--- src/rtl/disp_scanout.sv ---
// disp_scanout: 640x480 VGA scan-out for a 64x32 CHIP-8 display. Each
// CHIP-8 pixel is shown as 10 clocks by 15 lines.
// During horizontal blanking it takes display-RAM port A from the CPU and
// reads the 8 bytes of the row shown on the next line. It then hands the
// port back to the CPU.
// Ports: clk, rst_n (async, active low); disp_ram_req/disp_ram_gnt for the
// CPU handshake; cpu_* in, ram_* out to the dual-port RAM; ram_qa holds read
// data one clock after the address; vga_* are registered video outputs;
// underrun is a sticky flag for an abandoned line fetch.
module disp_scanout #(
   parameter int H_ACTIVE = 640,
   parameter int H_FP     = 16,
   parameter int H_SYNC   = 96,
   parameter int H_BP     = 48,
   parameter int V_ACTIVE = 480,
   parameter int V_FP     = 10,
   parameter int V_SYNC   = 2,
   parameter int V_BP     = 33,
   parameter int X_SCALE  = 10,
   parameter int Y_SCALE  = 15
) (
   input  logic       clk,
   input  logic       rst_n,
   input  logic       disp_ram_req,
   output logic       disp_ram_gnt,
   input  logic [7:0] cpu_aa,
   input  logic [7:0] cpu_ab,
   input  logic [7:0] cpu_da,
   input  logic [7:0] cpu_db,
   input  logic       cpu_wa,
   input  logic       cpu_wb,
   output logic [7:0] ram_aa,
   output logic [7:0] ram_ab,
   output logic [7:0] ram_da,
   output logic [7:0] ram_db,
   output logic       ram_wa,
   output logic       ram_wb,
   input  logic [7:0] ram_qa,
   output logic       vga_hs_n,
   output logic       vga_vs_n,
   output logic       vga_blank_n,
   output logic       vga_pix,
   output logic       underrun
);

   localparam int H_TOTAL = H_ACTIVE + H_FP + H_SYNC + H_BP;
   localparam int V_TOTAL = V_ACTIVE + V_FP + V_SYNC + V_BP;

   localparam logic [9:0] H_LAST  = 10'(H_TOTAL - 1);
   localparam logic [9:0] H_ACT   = 10'(H_ACTIVE);
   localparam logic [9:0] H_DEC   = 10'(H_ACTIVE - 1);
   localparam logic [9:0] H_ABORT = 10'(H_TOTAL - 10);
   localparam logic [9:0] HS_BEG  = 10'(H_ACTIVE + H_FP);
   localparam logic [9:0] HS_END  = 10'(H_ACTIVE + H_FP + H_SYNC);
   localparam logic [9:0] V_LAST  = 10'(V_TOTAL - 1);
   localparam logic [9:0] V_ACT   = 10'(V_ACTIVE);
   localparam logic [9:0] V_ACT1  = 10'(V_ACTIVE - 1);
   localparam logic [9:0] VS_BEG  = 10'(V_ACTIVE + V_FP);
   localparam logic [9:0] VS_END  = 10'(V_ACTIVE + V_FP + V_SYNC);
   localparam logic [3:0] X_LAST  = 4'(X_SCALE - 1);
   localparam logic [3:0] Y_LAST  = 4'(Y_SCALE - 1);

   typedef enum logic [1:0] {
      IDLE,
      WAIT,
      FETCH,
      DRAIN
   } state_t;

   state_t           state;
   state_t           state_n;
   logic [9:0]       hcnt;
   logic [9:0]       vcnt;
   logic [3:0]       xsub;
   logic [5:0]       col;
   logic [3:0]       ysub;
   logic [4:0]       row;
   logic [4:0]       next_row;
   logic [4:0]       frow;
   logic [2:0]       k;
   logic             cap_en;
   logic [2:0]       cap_k;
   logic [7:0][7:0]  shadow;
   logic [63:0]      disp_line;
   logic             done;
   logic             due;
   logic             start;
   logic             abort;
   logic             vis;

   // Raster counters; sub-counters track the CHIP-8 pixel/row under the beam.
   always_ff @(posedge clk or negedge rst_n) begin
      if (!rst_n) begin
         hcnt <= '0;
         vcnt <= '0;
         xsub <= '0;
         col  <= '0;
         ysub <= '0;
         row  <= '0;
      end else if (hcnt == H_LAST) begin
         hcnt <= '0;
         xsub <= '0;
         col  <= '0;
         if (vcnt == V_LAST) begin
            vcnt <= '0;
            ysub <= '0;
            row  <= '0;
         end else begin
            vcnt <= vcnt + 10'd1;
            if (ysub == Y_LAST) begin
               ysub <= '0;
               row  <= row + 5'd1;
            end else begin
               ysub <= ysub + 4'd1;
            end
         end
      end else begin
         hcnt <= hcnt + 10'd1;
         if (hcnt < H_ACT) begin
            if (xsub == X_LAST) begin
               xsub <= '0;
               col  <= col + 6'd1;
            end else begin
               xsub <= xsub + 4'd1;
            end
         end
      end
   end

   // Row and fetch flag for the line after this one. The last line of the
   // frame preloads row 0.
   assign next_row = (vcnt == V_LAST) ? 5'd0 :
                     (ysub == Y_LAST) ? row + 5'd1 : row;
   assign due      = (vcnt == V_LAST) || (vcnt < V_ACT1);

   // Decide one clock early so that the first fetch address is on the bus
   // exactly at hcnt == H_ACTIVE when the CPU is not asking for the RAM.
   always_comb begin
      state_n = state;
      start   = 1'b0;
      abort   = 1'b0;
      unique case (state)
         IDLE: begin
            if (hcnt == H_DEC && due) begin
               start   = 1'b1;
               state_n = disp_ram_req ? WAIT : FETCH;
            end
         end
         WAIT: begin
            if (hcnt == H_ABORT) begin
               abort   = 1'b1;
               state_n = IDLE;
            end else if (!disp_ram_req) begin
               state_n = FETCH;
            end
         end
         FETCH: begin
            if (k == 3'd7) state_n = DRAIN;
         end
         DRAIN: state_n = IDLE;
         default: state_n = IDLE;
      endcase
   end

   always_ff @(posedge clk or negedge rst_n) begin
      if (!rst_n) begin
         state  <= IDLE;
         k      <= '0;
         frow   <= '0;
         cap_en <= 1'b0;
         cap_k  <= '0;
      end else begin
         state  <= state_n;
         k      <= (state == FETCH) ? k + 3'd1 : 3'd0;
         cap_en <= (state == FETCH);
         cap_k  <= k;
         if (start) frow <= next_row;
      end
   end

   // Bytes land one clock after their address. The visible line only changes
   // at the end of a line whose fetch completed, so an abort repeats the old one.
   always_ff @(posedge clk or negedge rst_n) begin
      if (!rst_n) begin
         shadow    <= '0;
         disp_line <= '0;
         done      <= 1'b0;
         underrun  <= 1'b0;
      end else begin
         if (cap_en) shadow[3'd7 - cap_k] <= ram_qa;
         if (hcnt == H_LAST) begin
            done <= 1'b0;
            if (done) disp_line <= shadow;
         end else if (state == DRAIN) begin
            done <= 1'b1;
         end
         if (abort) underrun <= 1'b1;
      end
   end

   assign vis = (hcnt < H_ACT) && (vcnt < V_ACT);

   always_ff @(posedge clk or negedge rst_n) begin
      if (!rst_n) begin
         vga_hs_n    <= 1'b1;
         vga_vs_n    <= 1'b1;
         vga_blank_n <= 1'b0;
         vga_pix     <= 1'b0;
      end else begin
         vga_hs_n    <= !(hcnt >= HS_BEG && hcnt < HS_END);
         vga_vs_n    <= !(vcnt >= VS_BEG && vcnt < VS_END);
         vga_blank_n <= vis;
         vga_pix     <= vis && disp_line[6'd63 - col];
      end
   end

   assign disp_ram_gnt = !(state == FETCH || state == DRAIN);

   assign ram_aa = disp_ram_gnt ? cpu_aa : {frow, k};
   assign ram_da = cpu_da;
   assign ram_wa = disp_ram_gnt && cpu_wa;
   assign ram_ab = cpu_ab;
   assign ram_db = cpu_db;
   assign ram_wb = disp_ram_gnt && cpu_wb;

endmodule
--- config.mk ---
export PLATFORM = sky130hd
export DESIGN_NAME = disp_scanout
export DESIGN_NICKNAME = d
export VERILOG_FILES = /design/src/rtl/disp_scanout.sv
export SDC_FILE = /design/constraint.sdc
export NUM_CORES = 1
export LEC_CHECK = 0
export BUFFER_PORTS_ARGS = -buffer_cell sky130_fd_sc_hd__buf_4
export CORE_MARGIN = 2
export CORE_UTILIZATION = 45
export CTS_CLUSTER_DIAMETER = 30
export DETAILED_ROUTE_END_ITERATION = 8
export PLACE_DENSITY = 0.73
export SLEW_MARGIN = 10
export SYNTH_ARGS = -nofsm -noshare
export SYNTH_HDL_FRONTEND = slang
export SYNTH_SLANG_ARGS = --single-unit
--- constraint.sdc ---
create_clock -name clk -period 5.05 [get_ports clk]
set_clock_uncertainty 0.15 [all_clocks]
set_input_delay 1.01 -clock clk [delete_from_list [all_inputs] [get_ports clk]]
set_output_delay 1.01 -clock clk [all_outputs]
set_load 0.02 [all_outputs]
== After elaboration in Yosys (flattened, before gate mapping) ==
Cells that the tools add are included.

* Word-level logic and storage cells: 109
* Register bits after elaboration: 187
* Bits in writable memories: 0
* Memories kept: 0
* Latch bits: 0
* Output and inout port bits: 40
* Bits in read-only memories: 0
* Input port bits: 45

* Reductions and logical operators: 20
* Magnitude comparators: 10
* Divide/modulo/power cells: 0
* Shift operators: 0
* $mul: 0
* Equality and inequality tests: 13
* Multiplexer cells: 31
* Bitwise gates (word level): 0
* Add/subtract/negate cells: 9

{| class="wikitable"
|+ Operators with widths
! operator !! number
|-
| bitwise mux 64 bit || 1
|-
| == test 10 bit, second input constant || 4
|-
| < comparator 10 x 9 -> 1 bit, second input constant || 3
|-
| demux 8 bit (select 3 bit) || 1
|-
| adder 10 x 1 -> 10 bit, second input constant || 2
|-
| < comparator 10 bit, second input constant || 2
|-
| 2-to-1 mux 10 bit || 2
|-
| 2-to-1 mux 4 bit || 5
|-
| 2-to-1 mux 6 bit || 3
|-
| 2-to-1 mux 8 bit || 2
|-
| >= comparator 10 bit, second input constant || 1
|-
| >= comparator 10 x 9 -> 1 bit, second input constant || 1
|-
| 2-to-1 mux 2 bit || 5
|-
| 2-to-1 mux 5 bit || 2
|-
| adder 4 x 1 -> 4 bit, second input constant || 2
|-
| == test 4 bit, second input constant || 2
|-
| logical AND 1 bit || 8
|-
| one-hot mux 2 bit (4 select lines) || 1
|-
| < comparator 6 x 7 -> 1 bit, second input constant || 1
|-
| 2-to-1 mux 1 bit || 7
|-
| adder 6 x 1 -> 6 bit, second input constant || 1
|-
| binary-select mux 1 bit (select 6 bit) || 1
|-
| nonzero test 2 bit || 3
|-
| subtractor 6 bit, first input constant || 1
|-
| 16 further kinds || 22
|}

== Depth between registers and ports, before layout ==
Gate-level depths: netlist of the first run.

* Depth in word-level cells: 6
* Depth in mapped cells: 9
* Gate-level depth less buffers: 7

== Least setup slack after synthesis of the first run ==
Ideal clock, no wire load.

* Path type: input to output
* Start: input cpu_wa
* End: output ram_wa
* Path slack: 2.553 ns
* Stages on the path: 1
* Buffers on the path: 0
* Required time: 3.890 ns
* Data arrival time: 1.337 ns
* Path through: nor2b_1

* Longest elaborated chain between the ends: 1

{| class="wikitable"
|+ Ends and longest elaborated chain
! what !! RTL line !! source
|-
| start: declaration || 30 || <nowiki>input logic cpu_wa,</nowiki>
|-
| logical AND 1 bit || 221 || <nowiki>assign ram_wa = disp_ram_gnt && cpu_wa;</nowiki>
|-
| end: declaration || 36 || <nowiki>output logic ram_wa,</nowiki>
|}

No other way between the ends.

== Worst setup path after layout of the first run ==
* Start: register state[1]
* End: output ram_aa[5]

* Longest elaborated chain between the ends: 3
* Elaborated cells on any way between the ends: 4

{| class="wikitable"
|+ Ends and longest elaborated chain
! what !! RTL line !! source
|-
| start: declaration || 70 || <nowiki>state_t state;</nowiki>
|-
| start signal: assignment || 173 || <nowiki>state <= state_n;</nowiki>
|-
| == test 2 bit || 217 || <nowiki>assign disp_ram_gnt = !(state == FETCH || state == DRAIN);</nowiki>
|-
| logical OR 1 bit (*) || 217 ||
|-
| 2-to-1 mux 8 bit (*) || 219 || <nowiki>assign ram_aa = disp_ram_gnt ? cpu_aa : {frow, k};</nowiki>
|-
| end: declaration || 32 || <nowiki>output logic [7:0] ram_aa,</nowiki>
|}

Every way passes the cells marked *; elsewhere a longest branch is shown, timed or not.

==> run metrics, run 1 <==
largest net degree at the start of global routing=102; Final Cycle Share=0.572; share of the yosys chip area belonging to registers=0.553; post-CTS setup buffers=0; critical path arrival=1.73 ns; Worst EP required=3.89 ns; EDFF count, synth=0; # DRC=0; drt wl/cell=18.7 um; Final Hold Fails=0; Die Wd=141 um; Psw=0.616 mW; DRT Pass-1 Iters=4; post-cts resize count=0; sequential power share=0.524; power share of the clock group=0.444; RSZ-0062 raised after global routing=false; Routed Antenna Nets=0; dpl hpwl=11400 um; worst path cell trace=mux2_2 -> buf_4; hold path depth=0; CP Buf/Inv Count=1; placed cell count=867; layout cells sized above 1=0.355; vias in the first global route=5395; io pins=85; status=finished, final reports clean; CP endpoint kind=output port; total power draw=2.93 mW; DR vias=5028; first-pass GRT wire length=28100 um; CTS tree=done; cell family with most CP delay=flip-flops; clk sink count=187; hold_buf cts=0; Final nets=710; area leader, netlist=dfrtp_1; total gr overflow=0; Rel. slew slack=0.386; clock latency at the later pin of the worst-skew pair=0.42 ns; Initial Util=0.455; final setup TNS=0 ns; crit-path max FO=16; CP Launch Type=flop; final non-filler cell total=899; drt first-iter violations=326; GRT Resource Usage Total=0.181; pwr dens=313 nW/um^2; Synth top area share=0.547; CTS H-tree depth=4; top cells by area, synth=dfrtp_1 (55%), mux2_2 (18%), buf_4 (2.3%); Core Region=18600 sq um; PortBufs=36; worst vdd ir=0.213 mV; Detailed Route WL=16800 um; Max Buffers Root-to-Sink=2; Synth async-reset ratio=1.00; top cells by count, synth=dfrtp_1 (185), mux2_2 (136), nand2_1 (31); Worst Tran Pin Value=0.918 ns; root buf cell=clkbuf_16; Final Setup Violations=0; CTS clk-pin slew, worst paths=0.06 ns; # diodes=0; internal power=2.32 mW; Reg2Reg Depth=6; distinct cell type count after synthesis=56; Hold Startpoint=k[0]; Critical path origin=state[1]; drt via density=5.59; YS warnings=0; synthesized instance count=641; syn_area_per_cell=13.2 sq um; Final Wtd Congestion=0.825; Crit Path Category=reg -> out; Die ar.=19900 sq um; WP depth=2; utilization of the core after routing=0.504; initial antenna violation count=0; top-count cell post-synth=dfrtp_1; Hold/Removal Path Class=reg -> reg; cts bufs inserted=17; Synth Cell Area=8460 sq um; Tmin final=2.89 ns; max-cap violation count=0; slowest cell delay on critical path=0.74 ns; worst r2r src=hcnt[0]; Final Max Tran Viols=0; Fillers=1526; syn nets=699; Logic pwr share=0.032; register bit total from synthesis=187; die height=141 um; row count=50; Area growth, synth to finish=10.6%; sw frac=0.210; Slowest cell on crit path=dfrtp_1; fmax=346 MHz; leakage power=4.19 nW; Top FF cell, synth=dfrtp_1
-- power groups by stage --
stage	clock network, mW	logic (mW)	registers (mW)
finish	1.30	0.0929	1.54
global route	1.40	0.105	1.54
CTS	1.33	0.0959	1.54
detailed placement	0	0.0956	1.56
global placement	0	0.0911	1.56
floorplan	0	0.0602	1.56
-- sequential cells by signal, indices dropped and copies added, names as in the netlist --
name and count:
col 6, cap_k 3, xsub 4, vga_hs_n 1, frow 5, ysub 4, vcnt 10, row 5
shadow 64, vga_blank_n 1, disp_line 64, vga_pix 1, done 1, state 2, k 3, underrun 1
cap_en 1, hcnt 10, vga_vs_n 1
-- logic make-up (layout without fill, tap and decap cells) --
| logic type | count (synthesis) | count (layout) | synth area share |
|---|---|---|---|
| multiplexers | 161 | 161 | 0.222 |
| flip-flops | 187 | 187 | 0.553 |
| adder cells (fa/ha/maj) | 13 | 13 | 0.0192 |
| XOR/XNOR | 20 | 20 | 0.0207 |
| AND/OR/NAND/NOR | 125 | 125 | 0.0862 |
| AO/OA/AOI/OAI | 71 | 71 | 0.0552 |
| buffers and inverters | 64 | 88 | 0.0429 |
-- routing by layer --
layer,part of all wire,wire (um),vias up,track usage
li1,-,-,2303,-
met1,0.44,7340,2606,0.232
met2,0.50,8460,105,0.301
met3,0.049,832,14,0.0486
met4,0.013,219,0,0.0542
met5,0,0,-,0
-- worst reg2reg max path, stage by stage (launching register included) --
cell and delay (ns):
dfrtp_1 0.42, ha_1 0.26, nand3_1 0.21, nor4_4 0.06, nand2_2 0.68, buf_4 0.51
mux2_2 0.41
-- final cells by class --
cell class              instances  area [sq um]  share of cell area
clock buffers                  21           460              0.0492
clock inverters                11           120              0.0128
inverters                      13          48.8             0.00522
multi-input cells             390          3420               0.366
flip-flops and latches        187          4680               0.500
well taps                     234           293              0.0313
repair buffers                 43           327              0.0349
-- path summary, 6_finish.rpt --
check,to,slack [ns]
min in group asynchronous,disp_line[36],0.54
max in group asynchronous,disp_line[24],3.07
worst min-delay path,cap_k[0],0.30
worst max-delay path,ram_aa[5],2.16
worst min register to register,cap_k[0],0.30
worst max register to register,disp_line[62],2.24
-- per-stage QoR --
step	setup WS, ns	hold slack, ns	area, sq um
global placement	2.37	0.266	8770
detailed placement	2.24	0.291	8770
global route	2.08	0.311	9360
finish	2.16	0.296	9360
CTS	2.14	0.306	9360
floorplan	2.55	0.222	8460
-- cells in the final DEF, fill, tap and decap left out, types with 3 or more instances in the layout --
| cell | n |
|---|---|
| buf_4 | 42 |
| nor2b_1 | 4 |
| mux4_2 | 8 |
| o21ai_0 | 28 |
| mux2i_1 | 17 |
| nor3_2 | 3 |
| nand4b_1 | 6 |
| nor2_1 | 28 |
| clkbuf_16 | 17 |
| ha_1 | 13 |
| a21oi_1 | 8 |
| nand2b_1 | 4 |
| mux2_2 | 136 |
| clkinvlp_4 | 3 |
| nand3b_1 | 3 |
| o31ai_1 | 9 |
| xor2_1 | 10 |
| nor3_1 | 6 |
| xnor2_1 | 10 |
| and3_1 | 6 |
| a221oi_1 | 6 |
| inv_1 | 13 |
| nand4_1 | 8 |
| nand2_1 | 30 |
| dfrtp_1 | 185 |
| clkinv_2 | 4 |
| nand3_1 | 9 |
Power figures use the tool's default switching activity.
==> run 2: changes to the inputs <==
- PLACE_DENSITY: 0.73 -> 0.75
- clock period: 5.05 -> 2.6 ns (I/O delays scaled with it)
==> run metrics, run 2 (synthesis results as in run 1) <==
row count=50 (unchanged); worst setup margin=0.188 ns (-1.98 ns); Hold/Removal Path Class=in -> reg; drt wl/cell=18.5 um (-1.5%); CP Launch Type=flop; Area growth, synth to finish=12.3%; status=finished, final reports clean; Rel. slew slack=0.520 (+0.134); clock latency at the later pin of the worst-skew pair=0.43 ns (about the same); worst r2r src=hcnt[1]; Final Wtd Congestion=0.844 (+2.4%); # DRC=0 (unchanged); Crit Path Category=reg -> out; vias in the first global route=5381 (-0.26%); Detailed Route WL=16700 um (-0.87%); io pins=85 (unchanged); Max Buffers Root-to-Sink=2 (unchanged); CTS tree=done; Routed Antenna Nets=0 (unchanged); clk sink count=187 (unchanged); leakage power=4.27 nW (+2.0%); largest net degree at the start of global routing=65 (-36%); reg2reg end=ysub[3]; Tmin final=2.41 ns; final non-filler cell total=905 (+0.67%); Initial Util=0.455 (unchanged); post-cts resize count=0 (unchanged); CP endpoint kind=output port; Largest regs=disp_line (64), shadow (64); placed cell count=872 (+0.58%); most common cell after layout, fill and taps aside=dfrtp_1; Die Wd=141 um (unchanged); Critical path origin=state[1]; total gr overflow=0 (unchanged); most frequent cells in the layout=dfrtp_1 (185), mux2_2 (136), buf_4 (45), nand2_1 (30); Final Max Tran Viols=0 (unchanged); drt first-iter violations=228 (-30%); # diodes=0 (unchanged); GRT Resource Usage Total=0.178 (-0.00226); drt via density=5.60 (+0.21%); Final Hold Fails=0 (unchanged); slowest cell delay on critical path=0.74 ns (about the same); critical path arrival=1.74 ns (about the same); Reg2Reg Depth=6 (unchanged); hold path depth=2 (+2); cts bufs inserted=17 (unchanged); Setup WS pre-CTS=0.263 ns (-1.98 ns); first-pass GRT wire length=28000 um (-0.30%); crit-path max FO=16 (unchanged); Die ar.=19900 sq um (unchanged); worst path cell trace=mux2_2 -> buf_4; worst vdd ir=0.469 mV (+120%); PortBufs=36 (unchanged); max-cap violation count=0 (unchanged); initial antenna violation count=0 (unchanged); Slowest cell on crit path=dfrtp_1; final setup TNS=0 ns (unchanged); layout cells sized above 1=0.359 (+0.00428); worst hold slack=0.131 ns (-0.165 ns); pwr dens=622 nW/um^2 (+98%); fmax=415 MHz; DR vias=5072 (+0.88%); DRT Pass-1 Iters=5 (+1); root buf cell=clkbuf_16; Final Setup Violations=0 (unchanged); CTS clk-pin slew, worst paths=0.07 ns (about the same); Final Cycle Share=0.928; Critical Path Sink=ram_aa[1]; Worst Tran Pin Value=0.717 ns (-0.201 ns); Final nets=717 (+0.99%); dpl hpwl=11400 um (about the same); Worst EP required=1.93 ns (-1.96 ns); RSZ-0062 raised after global routing=false; setup slack, reg-to-reg=0.24 ns (-2.00 ns); CTS H-tree depth=4 (unchanged); Core Region=18600 sq um (unchanged); die height=141 um (unchanged)
==> run 2: layer usage <==
metal | global-route usage | wire length, um
met1 | 0.241 | 7690
met2 | 0.289 | 8210
met3 | 0.0421 | 584
met4 | 0.0532 | 212
met5 | 0 | 0
==> run 2: worst max-delay path: cells and delay by family (launching register included) <==
kind                   cells  cell delay, ns
buffers and inverters      1            0.16
DFF                        1            0.74
muxes                      1            0.41
==> run 2: repair_timing <==
| item | 4_1_cts | 5_1_grt |
|---|---|---|
| hold buffers | 1 | 0 |
| endpoints found under the hold margin | 59 | 0 |
| buffers inserted | 0 | 1 |
| setup endpoints to repair | 0 | 1 |
==> run 2: how the worst min path moves through the flow <==
| stage | from | endpoint | slack (ns) |
|---|---|---|---|
| 6_report | disp_ram_req | state[1] | 0.13 |
| 5_1_grt | disp_ram_req | state[1] | 0.15 |
| 4_1_cts | disp_ram_req | state[1] | 0.12 |
| 3_5_place_dp | k[1] | cap_k[1] | 0.28 |
| 3_3_place_gp | k[2] | cap_k[2] | 0.27 |
| 2_1_floorplan | rst_n | cap_en | 0.07 |
==> run 2: layout make-up <==
class	count	area [sq um]
Timing Repair Buffer	50	419
Multi-Input combinational cell	390	3420
Tap cell	234	293
Inverter	13	48.8
Fill cell	1523	9080
Clock inverter	5	104
Clock buffer	26	529
Sequential cell	187	4680
==> run 2: metrics by stage <==
stage                     area (sq um)  utilization  power, mW
final                             9500        0.511       5.91
after global routing              9500        0.511       6.10
after CTS                         9490        0.511       5.97
after detailed placement          8850        0.476       3.23
after global placement            8850        0.476       3.22
after floorplan                   8460            -       3.15
==> run 2: report_power, final <==
part / internal, mW / leakage (nW) / total, mW / switching [mW]
registers: 2.96 / 2.42 / 2.99 / 0.0248
clock network: 1.69 / 0.313 / 2.73 / 1.04
logic: 0.0809 / 1.54 / 0.188 / 0.107
